$ cat src/rtl/regfile_wb_arbiter_if.sv
// Write-back bus for regfile_wb_arbiter: three producer request channels,
// issue-side reservation and hazard lookup, and the RegFile write port.
// The master modport is the producer/issue/RegFile side, slave is the arbiter.
interface regfile_wb_arbiter_if #(
  parameter int DW = 32,
  parameter int AW = 5
);
  logic          req0, req1, req2;
  logic [AW-1:0] reg0, reg1, reg2;
  logic [DW-1:0] dat0, dat1, dat2;
  logic          gnt0, gnt1, gnt2;
  logic          rsv;
  logic [AW-1:0] rsvReg;
  logic [AW-1:0] qA, qB;
  logic          hazA, hazB;
  logic          RegWrite;
  logic [AW-1:0] regW;
  logic [DW-1:0] Wdat;

  modport master (
    output req0, req1, req2, reg0, reg1, reg2, dat0, dat1, dat2,
    output rsv, rsvReg, qA, qB,
    input  gnt0, gnt1, gnt2, hazA, hazB, RegWrite, regW, Wdat
  );

  modport slave (
    input  req0, req1, req2, reg0, reg1, reg2, dat0, dat1, dat2,
    input  rsv, rsvReg, qA, qB,
    output gnt0, gnt1, gnt2, hazA, hazB, RegWrite, regW, Wdat
  );
endinterface

$ cat src/rtl/regfile_wb_arbiter.sv
// Write-back arbiter and busy-register scoreboard for the register file's
// single write port. One producer is granted per cycle; the winning write
// is registered onto RegWrite/regW/Wdat for RegFile.
// Optional feature: define REGFILE_WB_RR_EN for round-robin arbitration;
// without it the arbiter uses fixed priority ALU > MEM > MDU.
module regfile_wb_arbiter #(
  parameter int DW = 32,
  parameter int AW = 5
) (
  input logic               clk,
  input logic               rst,
  regfile_wb_arbiter_if.slave bus
);
  localparam int NREG = 1 << AW;

  logic [2:0]      req;
  logic [2:0]      gnt;
  logic [AW-1:0]   win_reg;
  logic [DW-1:0]   win_dat;
  logic            reg_write;
  logic [AW-1:0]   reg_w;
  logic [DW-1:0]   wdat;
  logic [NREG-1:0] busy;
  logic [NREG-1:0] busy_next;

  assign req = {bus.req2, bus.req1, bus.req0};

`ifdef REGFILE_WB_RR_EN
  logic [1:0] ptr;

  // Round-robin pick: search starts at ptr and wraps over the three requesters
  always_comb begin
    gnt = 3'b000;
    if (rst) begin
      case (ptr)
        2'd1: begin
          if (req[1])      gnt = 3'b010;
          else if (req[2]) gnt = 3'b100;
          else if (req[0]) gnt = 3'b001;
        end
        2'd2: begin
          if (req[2])      gnt = 3'b100;
          else if (req[0]) gnt = 3'b001;
          else if (req[1]) gnt = 3'b010;
        end
        default: begin
          if (req[0])      gnt = 3'b001;
          else if (req[1]) gnt = 3'b010;
          else if (req[2]) gnt = 3'b100;
        end
      endcase
    end
  end

  // Pointer moves just past the winner; it stays put on idle cycles
  always_ff @(posedge clk or negedge rst) begin
    if (!rst) begin
      ptr <= 2'd0;
    end else if (gnt[0]) begin
      ptr <= 2'd1;
    end else if (gnt[1]) begin
      ptr <= 2'd2;
    end else if (gnt[2]) begin
      ptr <= 2'd0;
    end
  end
`else
  // Fixed priority pick, ALU first and MDU last; grants are gated off in reset
  always_comb begin
    gnt = 3'b000;
    if (rst) begin
      if (req[0])      gnt = 3'b001;
      else if (req[1]) gnt = 3'b010;
      else if (req[2]) gnt = 3'b100;
    end
  end
`endif

  assign bus.gnt0 = gnt[0];
  assign bus.gnt1 = gnt[1];
  assign bus.gnt2 = gnt[2];

  // Select the destination and data of whichever requester won this cycle
  always_comb begin
    win_reg = '0;
    win_dat = '0;
    if (gnt[0]) begin
      win_reg = bus.reg0;
      win_dat = bus.dat0;
    end else if (gnt[1]) begin
      win_reg = bus.reg1;
      win_dat = bus.dat1;
    end else if (gnt[2]) begin
      win_reg = bus.reg2;
      win_dat = bus.dat2;
    end
  end

  // Register the granted write; register 0 is consumed but never enabled
  always_ff @(posedge clk or negedge rst) begin
    if (!rst) begin
      reg_write <= 1'b0;
      reg_w     <= '0;
      wdat      <= '0;
    end else if (|gnt) begin
      reg_write <= (win_reg != '0);
      reg_w     <= win_reg;
      wdat      <= win_dat;
    end else begin
      reg_write <= 1'b0;
    end
  end

  // Next busy vector: a grant clears its target, then a reservation sets,
  // so a same-edge reservation of the granted register keeps it busy
  always_comb begin
    busy_next = busy;
    if (|gnt) begin
      busy_next[win_reg] = 1'b0;
    end
    if (bus.rsv && (bus.rsvReg != '0)) begin
      busy_next[bus.rsvReg] = 1'b1;
    end
  end

  // Scoreboard state
  always_ff @(posedge clk or negedge rst) begin
    if (!rst) begin
      busy <= '0;
    end else begin
      busy <= busy_next;
    end
  end

  assign bus.RegWrite = reg_write;
  assign bus.regW     = reg_w;
  assign bus.Wdat     = wdat;

  // The RegWrite term covers the cycle before RegFile commits the write
  assign bus.hazA = (bus.qA != '0) && (busy[bus.qA] || (reg_write && (reg_w == bus.qA)));
  assign bus.hazB = (bus.qB != '0) && (busy[bus.qB] || (reg_write && (reg_w == bus.qB)));
endmodule

$ cat src/flat_wrapper.sv
// flat-port wrapper written by rule: the top's interface ports become plain ports
module regfile_wb_arbiter_flat 
#(
  parameter int DW = 32,
  parameter int AW = 5
)
  (clk, rst, bus_req0, bus_req1, bus_req2, bus_reg0, bus_reg1, bus_reg2, bus_dat0, bus_dat1, bus_dat2, bus_rsv, bus_rsvReg, bus_qA, bus_qB, bus_gnt0, bus_gnt1, bus_gnt2, bus_hazA, bus_hazB, bus_RegWrite, bus_regW, bus_Wdat);
  regfile_wb_arbiter_if #(.DW(DW), .AW(AW)) bus_i ();
  input logic clk;
  input logic rst;
  input wire logic [$bits(bus_i.req0)-1:0] bus_req0;
  input wire logic [$bits(bus_i.req1)-1:0] bus_req1;
  input wire logic [$bits(bus_i.req2)-1:0] bus_req2;
  input wire logic [$bits(bus_i.reg0)-1:0] bus_reg0;
  input wire logic [$bits(bus_i.reg1)-1:0] bus_reg1;
  input wire logic [$bits(bus_i.reg2)-1:0] bus_reg2;
  input wire logic [$bits(bus_i.dat0)-1:0] bus_dat0;
  input wire logic [$bits(bus_i.dat1)-1:0] bus_dat1;
  input wire logic [$bits(bus_i.dat2)-1:0] bus_dat2;
  input wire logic [$bits(bus_i.rsv)-1:0] bus_rsv;
  input wire logic [$bits(bus_i.rsvReg)-1:0] bus_rsvReg;
  input wire logic [$bits(bus_i.qA)-1:0] bus_qA;
  input wire logic [$bits(bus_i.qB)-1:0] bus_qB;
  output wire logic [$bits(bus_i.gnt0)-1:0] bus_gnt0;
  output wire logic [$bits(bus_i.gnt1)-1:0] bus_gnt1;
  output wire logic [$bits(bus_i.gnt2)-1:0] bus_gnt2;
  output wire logic [$bits(bus_i.hazA)-1:0] bus_hazA;
  output wire logic [$bits(bus_i.hazB)-1:0] bus_hazB;
  output wire logic [$bits(bus_i.RegWrite)-1:0] bus_RegWrite;
  output wire logic [$bits(bus_i.regW)-1:0] bus_regW;
  output wire logic [$bits(bus_i.Wdat)-1:0] bus_Wdat;
  assign bus_i.req0 = bus_req0;
  assign bus_i.req1 = bus_req1;
  assign bus_i.req2 = bus_req2;
  assign bus_i.reg0 = bus_reg0;
  assign bus_i.reg1 = bus_reg1;
  assign bus_i.reg2 = bus_reg2;
  assign bus_i.dat0 = bus_dat0;
  assign bus_i.dat1 = bus_dat1;
  assign bus_i.dat2 = bus_dat2;
  assign bus_i.rsv = bus_rsv;
  assign bus_i.rsvReg = bus_rsvReg;
  assign bus_i.qA = bus_qA;
  assign bus_i.qB = bus_qB;
  assign bus_gnt0 = bus_i.gnt0;
  assign bus_gnt1 = bus_i.gnt1;
  assign bus_gnt2 = bus_i.gnt2;
  assign bus_hazA = bus_i.hazA;
  assign bus_hazB = bus_i.hazB;
  assign bus_RegWrite = bus_i.RegWrite;
  assign bus_regW = bus_i.regW;
  assign bus_Wdat = bus_i.Wdat;
  regfile_wb_arbiter #(.DW(DW), .AW(AW)) u_core (.clk(clk), .rst(rst), .bus(bus_i));
endmodule
$ cat config.mk
export PLATFORM = sky130hd
export DESIGN_NAME = regfile_wb_arbiter_flat
export DESIGN_NICKNAME = d
export VERILOG_FILES = /design/src/rtl/regfile_wb_arbiter_if.sv /design/src/rtl/regfile_wb_arbiter.sv /design/src/flat_wrapper.sv
export SDC_FILE = /design/constraint.sdc
export NUM_CORES = 1
export LEC_CHECK = 0
export CORE_UTILIZATION = 24
export CTS_CLUSTER_DIAMETER = 40
export CTS_CLUSTER_SIZE = 8
export DETAILED_ROUTE_END_ITERATION = 8
export PLACE_DENSITY = 0.55
export RECOVER_POWER = 25
export SLEW_MARGIN = 20
export SYNTH_ARGS = -nofsm -noshare
export SYNTH_HDL_FRONTEND = slang
export SYNTH_SLANG_ARGS = --single-unit
$ cat constraint.sdc
create_clock -name clk -period 3 [get_ports clk]
set_clock_uncertainty 0.05 [all_clocks]
set_input_delay 0.3 -clock clk [delete_from_list [all_inputs] [get_ports clk]]
set_output_delay 0.3 -clock clk [all_outputs]
set_load 0.02 [all_outputs]
==> impl_metrics.toml, run 1 <==
[run_status]
status = "complete, but fails checks"
violations = "max-capacitance violations, max-slew violations"

[route]
wire_per_inst_microns = 18.2
avgViaCountPerCell = 5.04
drc = 0
drtIter0Drc = 362
route.vias.total = 3843
drtAntennaViolNets = 0
firstDrtPassIters = 7
routed_wl_mm = 13.9

[clock_tree]
numClockSinks = 70
cts_inserted_buffers = 9
clock-root-buffer = "clkbuf_16"
cts_tree = "done"
clock_path_buffers = 2
clk_pin_slew_ns = 0.06
worstSkewPairLatency_ns = 0.34
cts_max_level = 3

[synthesis]
synth_top_area_share_pct = 45.8
syn_area_per_cell_sq_um = 10.3
synth_cells = 373
syn_area_sq_mm = 0.00383
async_reset_ff_share_pct = 100
synth.ff_latch_count = 70
yosys_warnings = 0
ys_top_cells_by_area = "dfrtp_1, mux4_2, a222oi_1"
synth_seq_area_share_pct = 45.8
synth_top_area_cell = "dfrtp_1"
synth_edf_count = 0
synthDistinctLibCells = 43
syn_nets = 505
synth_top_flop_cell = "dfrtp_1"

[final_layout]
area_growth_pct = 60.8
final_common_cell = "clkdlybuf4s50_1"
stdcell_area_sq_mm = 0.00615
fin_nets = 679
fillers = 1491
regArea_sq_mm = 0.00175
final_cell_mix = "clkdlybuf4s50_1, nand2_1, dfrtp_1"
final_layout_size_suffix_gt1_share_pct = 10.7
multiInputGateArea_sq_mm = 0.00199
n_antenna_cell = 0

[floorplanning]
core_area_sq_mm = 0.0154
die_area_sq_mm = 0.0165
row_count = 45
start_util_pct = 24.9
io_pins = 175
die_y_microns = 128
die_x_microns = 128

[placed_design]
place_congestion = 0.818
hpwlAfterDp_mm = 10.8
port_buffers = 174
dpl-instance-area_sq_mm = 0.00585

[timing]
post-route-period-util_pct = 91.0
final.min_clock_period_ns = 2.73
rsz0062_at_grt = "false"
relSlewSlack_pct = -5.19
drv_slew = 29
fmax_mhz = 366
fin_tns_setup_ns = 0
setup_viol = 0
tightest_slew_ns = 1.58
hold_viol_final = 0

[pwr]
ir_drop_mv = 0.247
power_leakage_nw = 2.50
powerDensity_mw_per_mm2 = 530

[setup_path]
cp.buffers_inverters = 4
cp-start-kind = "primary input"
end_kind = "output pin"
max_stage_delay_ns = 0.71
path_delay_family = "buffers and inverters"
path_cells = "dlygate4sd3_1, buf_4, inv_1, nor4b_4, clkdlybuf4s50_1"
path_class = "primary input to output pin"
crit_slowest_cell = "clkdlybuf4s50_1"
reg2reg_depth = 2
path_max_fanout = 27
crit_required_ns = 2.65
path_depth = 5
worstPathArrival_ns = 2.38

[global_route]
grt_usage_pct = 17.2
grt_first_pass_wirelength_mm = 21.5
antenna_found_initial = 0
grt_pass1_vias = 3890
overflow = 0
grt_max_degree = 38

[hold_path]
hold_path_class = "primary input to async pin"

[run]
drv_cap = 1
## report_power, final
group / internal [mW] / switching, mW
clock: 0.645 / 0.412
combinational: 0.519 / 0.415
sequential: 1.12 / 0.154
total: 2.28 / 0.981
## routing by layer
metal	wire, microns	track usage, %	part of all wire [%]
met5	0	0	0
met4	340	6.16	2.4
met3	809	4.67	5.8
met2	7000	28.4	50
met1	5740	21.7	41
## timing repair
| item | in CTS | in global routing |
|---|---|---|
| buffers inserted | 0 | 0 |
| gates resized for setup | 0 | 2 |
| endpoints found under the setup margin | 0 | 2 |
| endpoints found under the hold margin | 18 | 0 |
| hold buffers | 1 | 0 |
## final cells by class
type                    instances  area share, %
multi-input cells             276           32.3
well taps                     211           4.29
clock inverters                 5          0.976
repair buffers                186           29.9
flip-flops and latches         70           28.5
inverters                       4          0.244
clock buffers                  11           3.78
## state kept, by name, summed over array words and instances (netlist names)
register             cells
u_core.bus.Wdat         32
u_core.bus.regW          5
u_core.bus.RegWrite      1
u_core.busy             32
## logic make-up after synthesis
| logic type | share of synthesized area (%) |
|---|---|
| multiplexers | 10.5 |
| XOR/XNOR | 2.29 |
| AO/OA/AOI/OAI | 21.7 |
| AND/OR/NAND/NOR | 16.8 |
| flip-flops | 45.8 |
| buffers and inverters | 2.94 |
## cells in the mapped netlist, types with 3 or more instances
| cell | n |
|---|---|
| mux4_2 | 15 |
| buf_2 | 3 |
| o21ai_1 | 26 |
| inv_1 | 4 |
| mux2_2 | 3 |
| nor2_1 | 8 |
| nand2_1 | 76 |
| nand3b_1 | 8 |
| clkbuf_1 | 17 |
| a21o_1 | 4 |
| or3b_2 | 3 |
| nand3_1 | 8 |
| or3_4 | 4 |
| nor2b_1 | 3 |
| dfrtp_1 | 70 |
| a222oi_1 | 32 |
| nand2b_1 | 3 |
| o221ai_1 | 3 |
| o21ai_0 | 38 |
| or3_1 | 3 |
| xnor2_1 | 4 |
| a21oi_1 | 3 |
| xor2_1 | 6 |
| mux2i_1 | 3 |
## metrics by stage
step | power, mW | setup WS, ns | instances | hold slack (ns) | util, %
floorplan | 1.71 | 0.900 | 373 | -0.0456 | -
global placement | 2.21 | 0.00669 | 746 | 0.174 | 38.1
detailed placement | 2.22 | 0.00863 | 746 | 0.179 | 38.1
CTS | 3.30 | 0.00739 | 763 | 0.350 | 40.1
global route | 3.43 | 0.117 | 763 | 0.383 | 40.0
finish | 3.26 | 0.270 | 763 | 0.353 | 40.0
## worst paths after layout
path	startpoint	end	slack, ns
setup / recovery	rst	bus_gnt2	0.27
hold / removal	rst	u_core.busy[8]	0.35
setup reg to reg	u_core.busy[6]	u_core.busy[6]	2.20
hold reg to reg	u_core.bus.Wdat[12]	u_core.bus.Wdat[12]	0.42
max in group asynchronous	rst	u_core.busy[2]	0.76
min in group clk	u_core.bus.Wdat[12]	u_core.bus.Wdat[12]	0.42
(Power assumes the default switching activity.)
==> inputs of run 2 (changes only) <==
--- a/config.mk
+++ b/config.mk
@@ -6,7 +6,7 @@
 export NUM_CORES = 1
 export LEC_CHECK = 0
 export CORE_UTILIZATION = 24
-export CTS_CLUSTER_DIAMETER = 40
+export CTS_CLUSTER_DIAMETER = 50
 export CTS_CLUSTER_SIZE = 8
 export DETAILED_ROUTE_END_ITERATION = 8
 export PLACE_DENSITY = 0.55
==> results of run 2 <==
Final layout, timing and power as in run 1 (identical DEF).
